## src/rtl/muldiv_sequencer.sv

```systemverilog
// muldiv_sequencer: HI/LO owner and multi-cycle MUL/DIV engine.
//
// Runs an iterative shift-add multiplier and a restoring divider on operand
// magnitudes, then applies the two's-complement sign fix when writing HI/LO.
// One iteration per cycle, WIDTH iterations per operation.
//
// Optional build macro: MULDIV_ABORT_EN adds an 'abort' input that flushes an
// in-flight operation without touching HI/LO and without a done pulse.
//
// state | meaning
// ------+-----------------------------------------------------------------
// IDLE  | waiting for start; mthi/mtlo writes accepted here
// RUN   | one multiply/divide iteration per cycle, counter 0..WIDTH-1
// FIX   | sign correction, HI/LO written on the leaving edge, done follows

module muldiv_sequencer #(
    parameter int WIDTH = 32
) (
    input  logic             clk,
    input  logic             rst_n,
    input  logic             start,
    input  logic [1:0]       op,
    input  logic [WIDTH-1:0] srcA,
    input  logic [WIDTH-1:0] srcB,
    input  logic             hiWe,
    input  logic             loWe,
    input  logic             readReq,
`ifdef MULDIV_ABORT_EN
    input  logic             abort,
`endif
    output logic [WIDTH-1:0] hi,
    output logic [WIDTH-1:0] lo,
    output logic             busy,
    output logic             done,
    output logic             stall
);

    localparam int CNT_W = (WIDTH > 1) ? $clog2(WIDTH) : 1;
    localparam logic [CNT_W-1:0] LAST = CNT_W'(WIDTH - 1);

    typedef enum logic [1:0] {
        IDLE = 2'd0,
        RUN  = 2'd1,
        FIX  = 2'd2
    } state_t;

    state_t state_q;
    state_t state_d;

    logic [CNT_W-1:0]   cnt_q;
    logic [2*WIDTH-1:0] acc_q;     // mult: {partial, multiplier}; div: {remainder, quotient}
    logic [WIDTH-1:0]   opnd_q;    // mult: multiplicand magnitude; div: divisor magnitude
    logic               is_div_q;
    logic               neg_q;     // product sign (mult) or quotient sign (div)
    logic               neg_r_q;   // remainder sign, follows the dividend
    logic               div0_q;
    logic [WIDTH-1:0]   hi_q;
    logic [WIDTH-1:0]   lo_q;
    logic               done_q;

    logic               abort_hit;

`ifdef MULDIV_ABORT_EN
    assign abort_hit = abort && (state_q != IDLE);
`else
    assign abort_hit = 1'b0;
`endif

    // Operand conditioning at issue: magnitudes for signed ops, raw for unsigned.
    logic               signed_op;
    logic               a_neg;
    logic               b_neg;
    logic [WIDTH-1:0]   a_mag;
    logic [WIDTH-1:0]   b_mag;

    always_comb begin
        signed_op = ~op[0];
        a_neg     = signed_op & srcA[WIDTH-1];
        b_neg     = signed_op & srcB[WIDTH-1];
        a_mag     = a_neg ? (~srcA + 1'b1) : srcA;
        b_mag     = b_neg ? (~srcB + 1'b1) : srcB;
    end

    // One iteration of each algorithm; RUN picks by latched op class.
    logic [WIDTH:0]     mul_sum;
    logic [2*WIDTH-1:0] mul_next;
    logic [WIDTH:0]     rem_sh;
    logic [WIDTH:0]     trial;
    logic [2*WIDTH-1:0] div_next;

    always_comb begin
        mul_sum  = {1'b0, acc_q[2*WIDTH-1:WIDTH]}
                 + (acc_q[0] ? {1'b0, opnd_q} : {(WIDTH+1){1'b0}});
        mul_next = {mul_sum, acc_q[WIDTH-1:1]};
        rem_sh   = acc_q[2*WIDTH-1:WIDTH-1];
        trial    = rem_sh - {1'b0, opnd_q};
        if (trial[WIDTH]) begin
            div_next = {rem_sh[WIDTH-1:0], acc_q[WIDTH-2:0], 1'b0};
        end else begin
            div_next = {trial[WIDTH-1:0], acc_q[WIDTH-2:0], 1'b1};
        end
    end

    // Sign correction of the finished magnitudes.
    logic [2*WIDTH-1:0] prod_fix;
    logic [WIDTH-1:0]   quo_fix;
    logic [WIDTH-1:0]   rem_fix;

    always_comb begin
        prod_fix = neg_q ? (~acc_q + 1'b1) : acc_q;
        // A zero divisor yields an all-ones quotient whatever the signs.
        if (div0_q) begin
            quo_fix = {WIDTH{1'b1}};
        end else begin
            quo_fix = neg_q ? (~acc_q[WIDTH-1:0] + 1'b1) : acc_q[WIDTH-1:0];
        end
        // With a zero divisor the remainder is |srcA|, so this restores srcA exactly.
        rem_fix = neg_r_q ? (~acc_q[2*WIDTH-1:WIDTH] + 1'b1) : acc_q[2*WIDTH-1:WIDTH];
    end

    // State register.
    always_ff @(posedge clk or negedge rst_n) begin
        if (!rst_n) begin
            state_q <= IDLE;
        end else begin
            state_q <= state_d;
        end
    end

    // Next-state logic; abort outranks every transition.
    always_comb begin
        state_d = state_q;
        case (state_q)
            IDLE:    if (start) state_d = RUN;
            RUN:     if (cnt_q == LAST) state_d = FIX;
            FIX:     state_d = IDLE;
            default: state_d = IDLE;
        endcase
        if (abort_hit) begin
            state_d = IDLE;
        end
    end

    // State-decoded outputs.
    always_comb begin
        busy  = (state_q == RUN) || (state_q == FIX);
        stall = busy || (readReq && busy) || (start && (state_q != IDLE));
    end

    // Datapath: operand latch, iteration, HI/LO writes and done pulse.
    always_ff @(posedge clk or negedge rst_n) begin
        if (!rst_n) begin
            cnt_q    <= '0;
            acc_q    <= '0;
            opnd_q   <= '0;
            is_div_q <= 1'b0;
            neg_q    <= 1'b0;
            neg_r_q  <= 1'b0;
            div0_q   <= 1'b0;
            hi_q     <= '0;
            lo_q     <= '0;
            done_q   <= 1'b0;
        end else begin
            done_q <= 1'b0;
            case (state_q)
                IDLE: begin
                    if (start) begin
                        cnt_q    <= '0;
                        is_div_q <= op[1];
                        neg_q    <= a_neg ^ b_neg;
                        if (op[1]) begin
                            acc_q   <= {{WIDTH{1'b0}}, a_mag};
                            opnd_q  <= b_mag;
                            neg_r_q <= a_neg;
                            div0_q  <= (srcB == '0);
                        end else begin
                            acc_q   <= {{WIDTH{1'b0}}, b_mag};
                            opnd_q  <= a_mag;
                            neg_r_q <= 1'b0;
                            div0_q  <= 1'b0;
                        end
                    end else begin
                        if (hiWe) hi_q <= srcA;
                        if (loWe) lo_q <= srcA;
                    end
                end
                RUN: begin
                    acc_q <= is_div_q ? div_next : mul_next;
                    cnt_q <= cnt_q + 1'b1;
                end
                FIX: begin
                    if (!abort_hit) begin
                        if (is_div_q) begin
                            hi_q <= rem_fix;
                            lo_q <= quo_fix;
                        end else begin
                            hi_q <= prod_fix[2*WIDTH-1:WIDTH];
                            lo_q <= prod_fix[WIDTH-1:0];
                        end
                        done_q <= 1'b1;
                    end
                end
                default: ;
            endcase
        end
    end

    assign hi   = hi_q;
    assign lo   = lo_q;
    assign done = done_q;

endmodule

```

## config.mk

```make
export PLATFORM = sky130hd
export DESIGN_NAME = muldiv_sequencer
export DESIGN_NICKNAME = d
export VERILOG_FILES = /design/src/rtl/muldiv_sequencer.sv
export SDC_FILE = /design/constraint.sdc
export NUM_CORES = 1
export LEC_CHECK = 0
export CAP_MARGIN = 25
export CORE_ASPECT_RATIO = 0.75
export CORE_MARGIN = 4
export CORE_UTILIZATION = 54
export DETAILED_ROUTE_END_ITERATION = 6
export PLACE_DENSITY = 0.79
export SLEW_MARGIN = 20
export SYNTH_ARGS = -nofsm -noshare
export SYNTH_HDL_FRONTEND = slang
export SYNTH_SLANG_ARGS = --single-unit
```

## constraint.sdc

```tcl
create_clock -name clk -period 3.3 [get_ports clk]
set_clock_uncertainty 0.05 [all_clocks]
set_input_delay 0.33 -clock clk [delete_from_list [all_inputs] [get_ports clk]]
set_output_delay 0.33 -clock clk [all_outputs]
set_load 0.02 [all_outputs]
```

Yosys cells after proc, flatten, opt, wreduce, memory -nomap -nowiden
Cells that the tools add are included.

operators by class
  multiplexer cells = 29
  $add $sub $neg = 8
  bitwise operators = 9
  eq/ne operators = 8
  reductions and logical operators = 15

operators by type and width
  operator                 count
  $mux W32                 14
  $mux W64                 4
  $add A32 B1 Y32 const B  4
  $not A32 Y32             4
  $pmux W32 S2             2
  $pmux W64 S2             1
  $add A64 B1 Y64 const B  1
  $not A64 Y64             1
  $add A32 B32 Y33         1
  $sub A33 B32 Y33         1
  $logic_not A32 Y1        1
  $ne A2 B2 Y1 const B     5
  $pmux W5 S2              1
  $reduce_and A2 Y1        3
  $reduce_and A3 Y1        2
  $reduce_bool A2 Y1       3
  $add A5 B1 Y5 const B    1
  $eq A5 B5 Y1 const B     1
  $mux W5                  1
  $mux W2                  2
  $pmux W2 S2              1
  $logic_or A1 B1 Y1       3
  $mux W1                  3
  $and A1 B1 Y1            2
  other kinds (6)          7

storage, ports and cells
  input port bits = 72
  output and inout bits = 67
  bits in registers = 172
  logic and storage cells = 80

Logic depth before layout (Yosys ltp)
  depth in word-level cells = 6
  depth in mapped cells = 14
  depth with buffers taken out = 13

Worst setup path before layout
Ideal clock, no wire load.

  path type = register to register
  start = register acc_q[31]
  end = register acc_q[58]
  stages on the path, launching flop included = 15
  buffers on the path = 2
  data arrival time = 3.357 ns
  slack = -0.227 ns
  clock period less this slack = 3.527 ns
  required time = 3.130 ns
  setup time = 0.120 ns
  path through = dfrtp_1 inv_1 ha_1 fa_1 nor2b_1 o31a_1 o211a_1 o2111ai_1 a21bo_2 a31oi_1 xnor2_1 clkbuf_1 buf_1 o221ai_1 a31o_2

between the ends
  cells in the longest elaborated chain, start to end = 4

ends and longest elaborated chain
  element                 RTL line  source
  from (decl)             51        logic [2*WIDTH-1:0] acc_q;
  from (signal assigned)  172       acc_q <= {{WIDTH{1'b0}}, a_mag};
  from (signal assigned)  177       acc_q <= {{WIDTH{1'b0}}, b_mag};
  from (signal assigned)  188       acc_q <= is_div_q ? div_next : mul_next;
  $sub A33 B32 Y33        96        trial = rem_sh - {1'b0, opnd_q};
  $mux W64                97        if (trial[WIDTH]) begin
  $mux W64                188
  $pmux W64 S2            165       case (state_q)

No other way between the ends.
A chain may end at the register's enable or synchronous reset.

Worst setup path after layout
  start = register acc_q[6]
  end = register lo_q[30] (netlist: lo[30])

between the ends
  cells in the longest elaborated chain, start to end = 6
  elaborated cells on any way between the ends = 9
  classes of those cells = add/sub (2); mux (5); bitwise (2)

ends and longest elaborated chain
  element               RTL line  source
  $not A32 Y32          115       quo_fix = neg_q ? (~acc_q[WIDTH-1:0] + 1'b1) : acc_q[WIDTH-1:0];
  $add A32 B1 Y32       115
  $mux W32              115
  $mux W32              112       if (div0_q) begin
  $mux W32 (*)          193       if (is_div_q) begin
  $pmux W32 S2 (*)      165
  to (signal assigned)  184       if (loWe) lo_q <= srcA;
  to (signal assigned)  195       lo_q <= quo_fix;
  to (signal assigned)  198       lo_q <= prod_fix[WIDTH-1:0];
  to (decl)             58        logic [WIDTH-1:0] lo_q;

Mark *: on every way between the ends. The rest lies on a longest branch, timed or not.

==> impl_metrics.yaml <==
run_status:
  status: "finished, violations left"
  violations: "setup timing"
grt:
  grt_pass1_vias: 14630
  overflow: 0
  antenna_found_initial: 1
  grt_max_degree: 80
  grtUsageTotal: 0.3470
  grt_pass1_wl_um: 82010
worst_setup_path:
  crit_arrival_ps: 3630
  r2r_end: "lo[30]$_DFFE_PN0P_"
  critPathCaptureType: "register"
  r2r_slack_ps: -50
  crit_path_start_kind: "register"
  cp_data_required_time_ps: 3580
  path_class: "reg2reg"
  reg2regPathDepth: 8
  critPathMaxFanout: 4
  timing.rr.start: "acc_q[6]$_DFFE_PN0P_"
yosys:
  synthFlopType: "dfrtp_1"
  yosysSeqAreaShare: 0.2902
  async_reset_ff_frac: 1.000
  synth_cell_types: 79
  ys_ff_latch: 172
  syn-cell-area_um2: 14830
  postSynthAreaPerCell_um2: 7.889
  synth_edf_count: 0
  synth_warnings: 0
  synthCells: 1880
  synthesis.nets: 2027
floorplan:
  rows: 52
  core_area_um2: 27000
  die_w_um: 199.4
  fp.dieH_um: 151.5
  start_util: 0.5493
  design.die.area_um2: 30210
  pin_count: 139
cells_and_area:
  drive_gt1_frac: 0.1661
  antenna_cells: 0
  final_nets: 2277
  area_delta_synth_final_pct: 28.09
  final_util: 0.7036
  stdcell_area_um2: 19000
clock_network:
  cts_root_buffer: "clkbuf_16"
  numCtsBuffers: 17
  cts_sinks: 172
  insertion_delay_ps: 460
  cts_tree: "built"
  clockBufferDepth: 2
  clk_pin_slew_ps: 70
  htree_num_levels: 4
sta:
  hold_violations: 0
  timing.final.crit_share: 1.016
  worst_pin_slew_ps: 899.4
  holdWs_ps: 420.7
  setup_viol: 4
  period_needed_ps: 3354
  slew_headroom: 0.3991
  slew_violations: 0
  max_freq_mhz: 298.1
  rsz0062_at_grt: "true"
  fin_ws_ps: -54.09
min_path:
  hp-class: "in2reg"
  hp-start: "op[1]"
  hold_end: "opnd_q[7]$_DFFE_PN0P_"
  min_path_cells: 3
routing:
  vias: 16020
  vias_per_cell: 6.422
  wl_per_cell_um: 22.11
  wirelength_um: 55150
  firstDrtPassIters: 6
  drcViolationCount: 0
  drtAntennaViolNets: 0
  drt-initial-drc-count: 2056
pwr:
  power_density_nw_per_um2: 1001
  ir_drop_v: 0.0004980
  p_leak_nw: 8.466
  design_power_total_mw: 19.02
placed_design:
  dp_hpwl_um: 41230
  place_congestion: 1.001
  dp_slack_ps: -108.8
  io_buffers: 137
  dpl_cell_area_um2: 17670
flow_run:
  cap_violations: 0
## critical path: stages (launching register included)
cell     delay (ps)
dfrtp_1         400
or4_4           550
or4_4           440
or4b_4          620
or4_4           500
o31a_1          270
xor2_1          140
o22ai_1         160
o21ai_1          70
## placed cells by master, fill, tap and decap left out, types with 18 or more instances in the layout
master and count:
nor3_1 33, o21ai_0 176, o31ai_1 20, a21oi_1 150
or3_1 18, xor2_1 72, o21ai_1 29, a211oi_1 33
clkdlybuf4s50_1 135, ha_1 68, nand3_1 19, buf_4 192
mux2i_1 53, inv_1 55, clkbuf_16 19, xnor2_1 97
nor2_1 176, dfrtp_1 170, nand2_1 196, o22ai_1 29
mux2_2 28, a22oi_1 18, nand2b_1 24, a21o_1 46
## cells by family after synthesis
kind of cell             count (synthesis)  synth area share
flip-flops                             172            0.2902
multiplexers                            85           0.05990
AO/OA/AOI/OAI                          638            0.2654
XOR/XNOR                               171            0.1010
AND/OR/NAND/NOR                        564            0.1745
buffers and inverters                  175           0.04480
adder cells (fa/ha/maj)                 75           0.06428
## layout make-up
type	instances	area [um2]
fill	2134	8003
timing repair buffer	349	3167
clock buffer	19	452.9
sequential	172	4307
clock inverter	13	153.9
multi-input combinational	1533	10260
inverter	57	221.5
tap	351	439.2
## routing by layer
metal,global-route usage,share of wire,vias up,routed length (um)
met5,0,0.00024,-,13
met2,0.5113,0.43,939,23650
met4,0.1086,0.034,2,1854
li1,-,-,7306,-
met1,0.5083,0.42,7616,23410
met3,0.07781,0.11,153,6223
## flip-flops by register name (all words and copies together), names as in the netlist, 2 cells and up
signal	count
hi	32
acc_q	64
opnd_q	32
state_q	2
lo	32
cnt_q	5
## worst max path at each step
stage | start | endpoint | slack, ps | cells after the start
after floorplan | acc_q[31]$_DFFE_PN0P_ | acc_q[58]$_DFFE_PN0P_ | 80 | 14
after global placement | acc_q[31]$_DFFE_PN0P_ | acc_q[32]$_DFFE_PN0P_ | -30 | 13
after detailed placement | acc_q[31]$_DFFE_PN0P_ | acc_q[33]$_DFFE_PN0P_ | -110 | 13
after CTS | acc_q[6]$_DFFE_PN0P_ | lo[30]$_DFFE_PN0P_ | -30 | 9
after global routing | acc_q[42]$_DFFE_PN0P_ | hi[15]$_DFFE_PN0P_ | -160 | 10
final | acc_q[6]$_DFFE_PN0P_ | lo[30]$_DFFE_PN0P_ | -50 | 8
## metrics by stage
stage                     TNS, ps  instances
after floorplan                 0       1880
after global placement     -136.6       2430
after detailed placement    -1405       2430
after CTS                  -32.45       2478
after global routing        -2278       2494
final                      -97.84       2494
## what timing repair did
action	in CTS	in global routing
hold buffers	1	0
cloned	2	2
pin swaps	4	32
resized for setup	16	97
buffers inserted	13	16
endpoints found under the hold margin	65	0
endpoints found under the setup margin	38	60
## where the power goes
part	leakage (nW)	switching (mW)	internal, mW
sequential	2.14	0.902	3.04
clock	0.286	0.983	1.17
combinational	6.04	7.21	5.71
## Yosys cell counts (37+ instances only)
cell / count / share of area
xor2_1: 72 / 0.043
nor2_1: 178 / 0.045
clkbuf_1: 96 / 0.024
xnor2_1: 99 / 0.058
mux2i_1: 55 / 0.037
ha_1: 73 / 0.062
dfrtp_1: 172 / 0.29
inv_1: 57 / 0.014
nand2_1: 200 / 0.051
a21o_1: 46 / 0.023
o21ai_0: 201 / 0.068
a211oi_1: 37 / 0.019
a21oi_1: 160 / 0.054
Note: power is estimated with default switching activity, not from simulation.
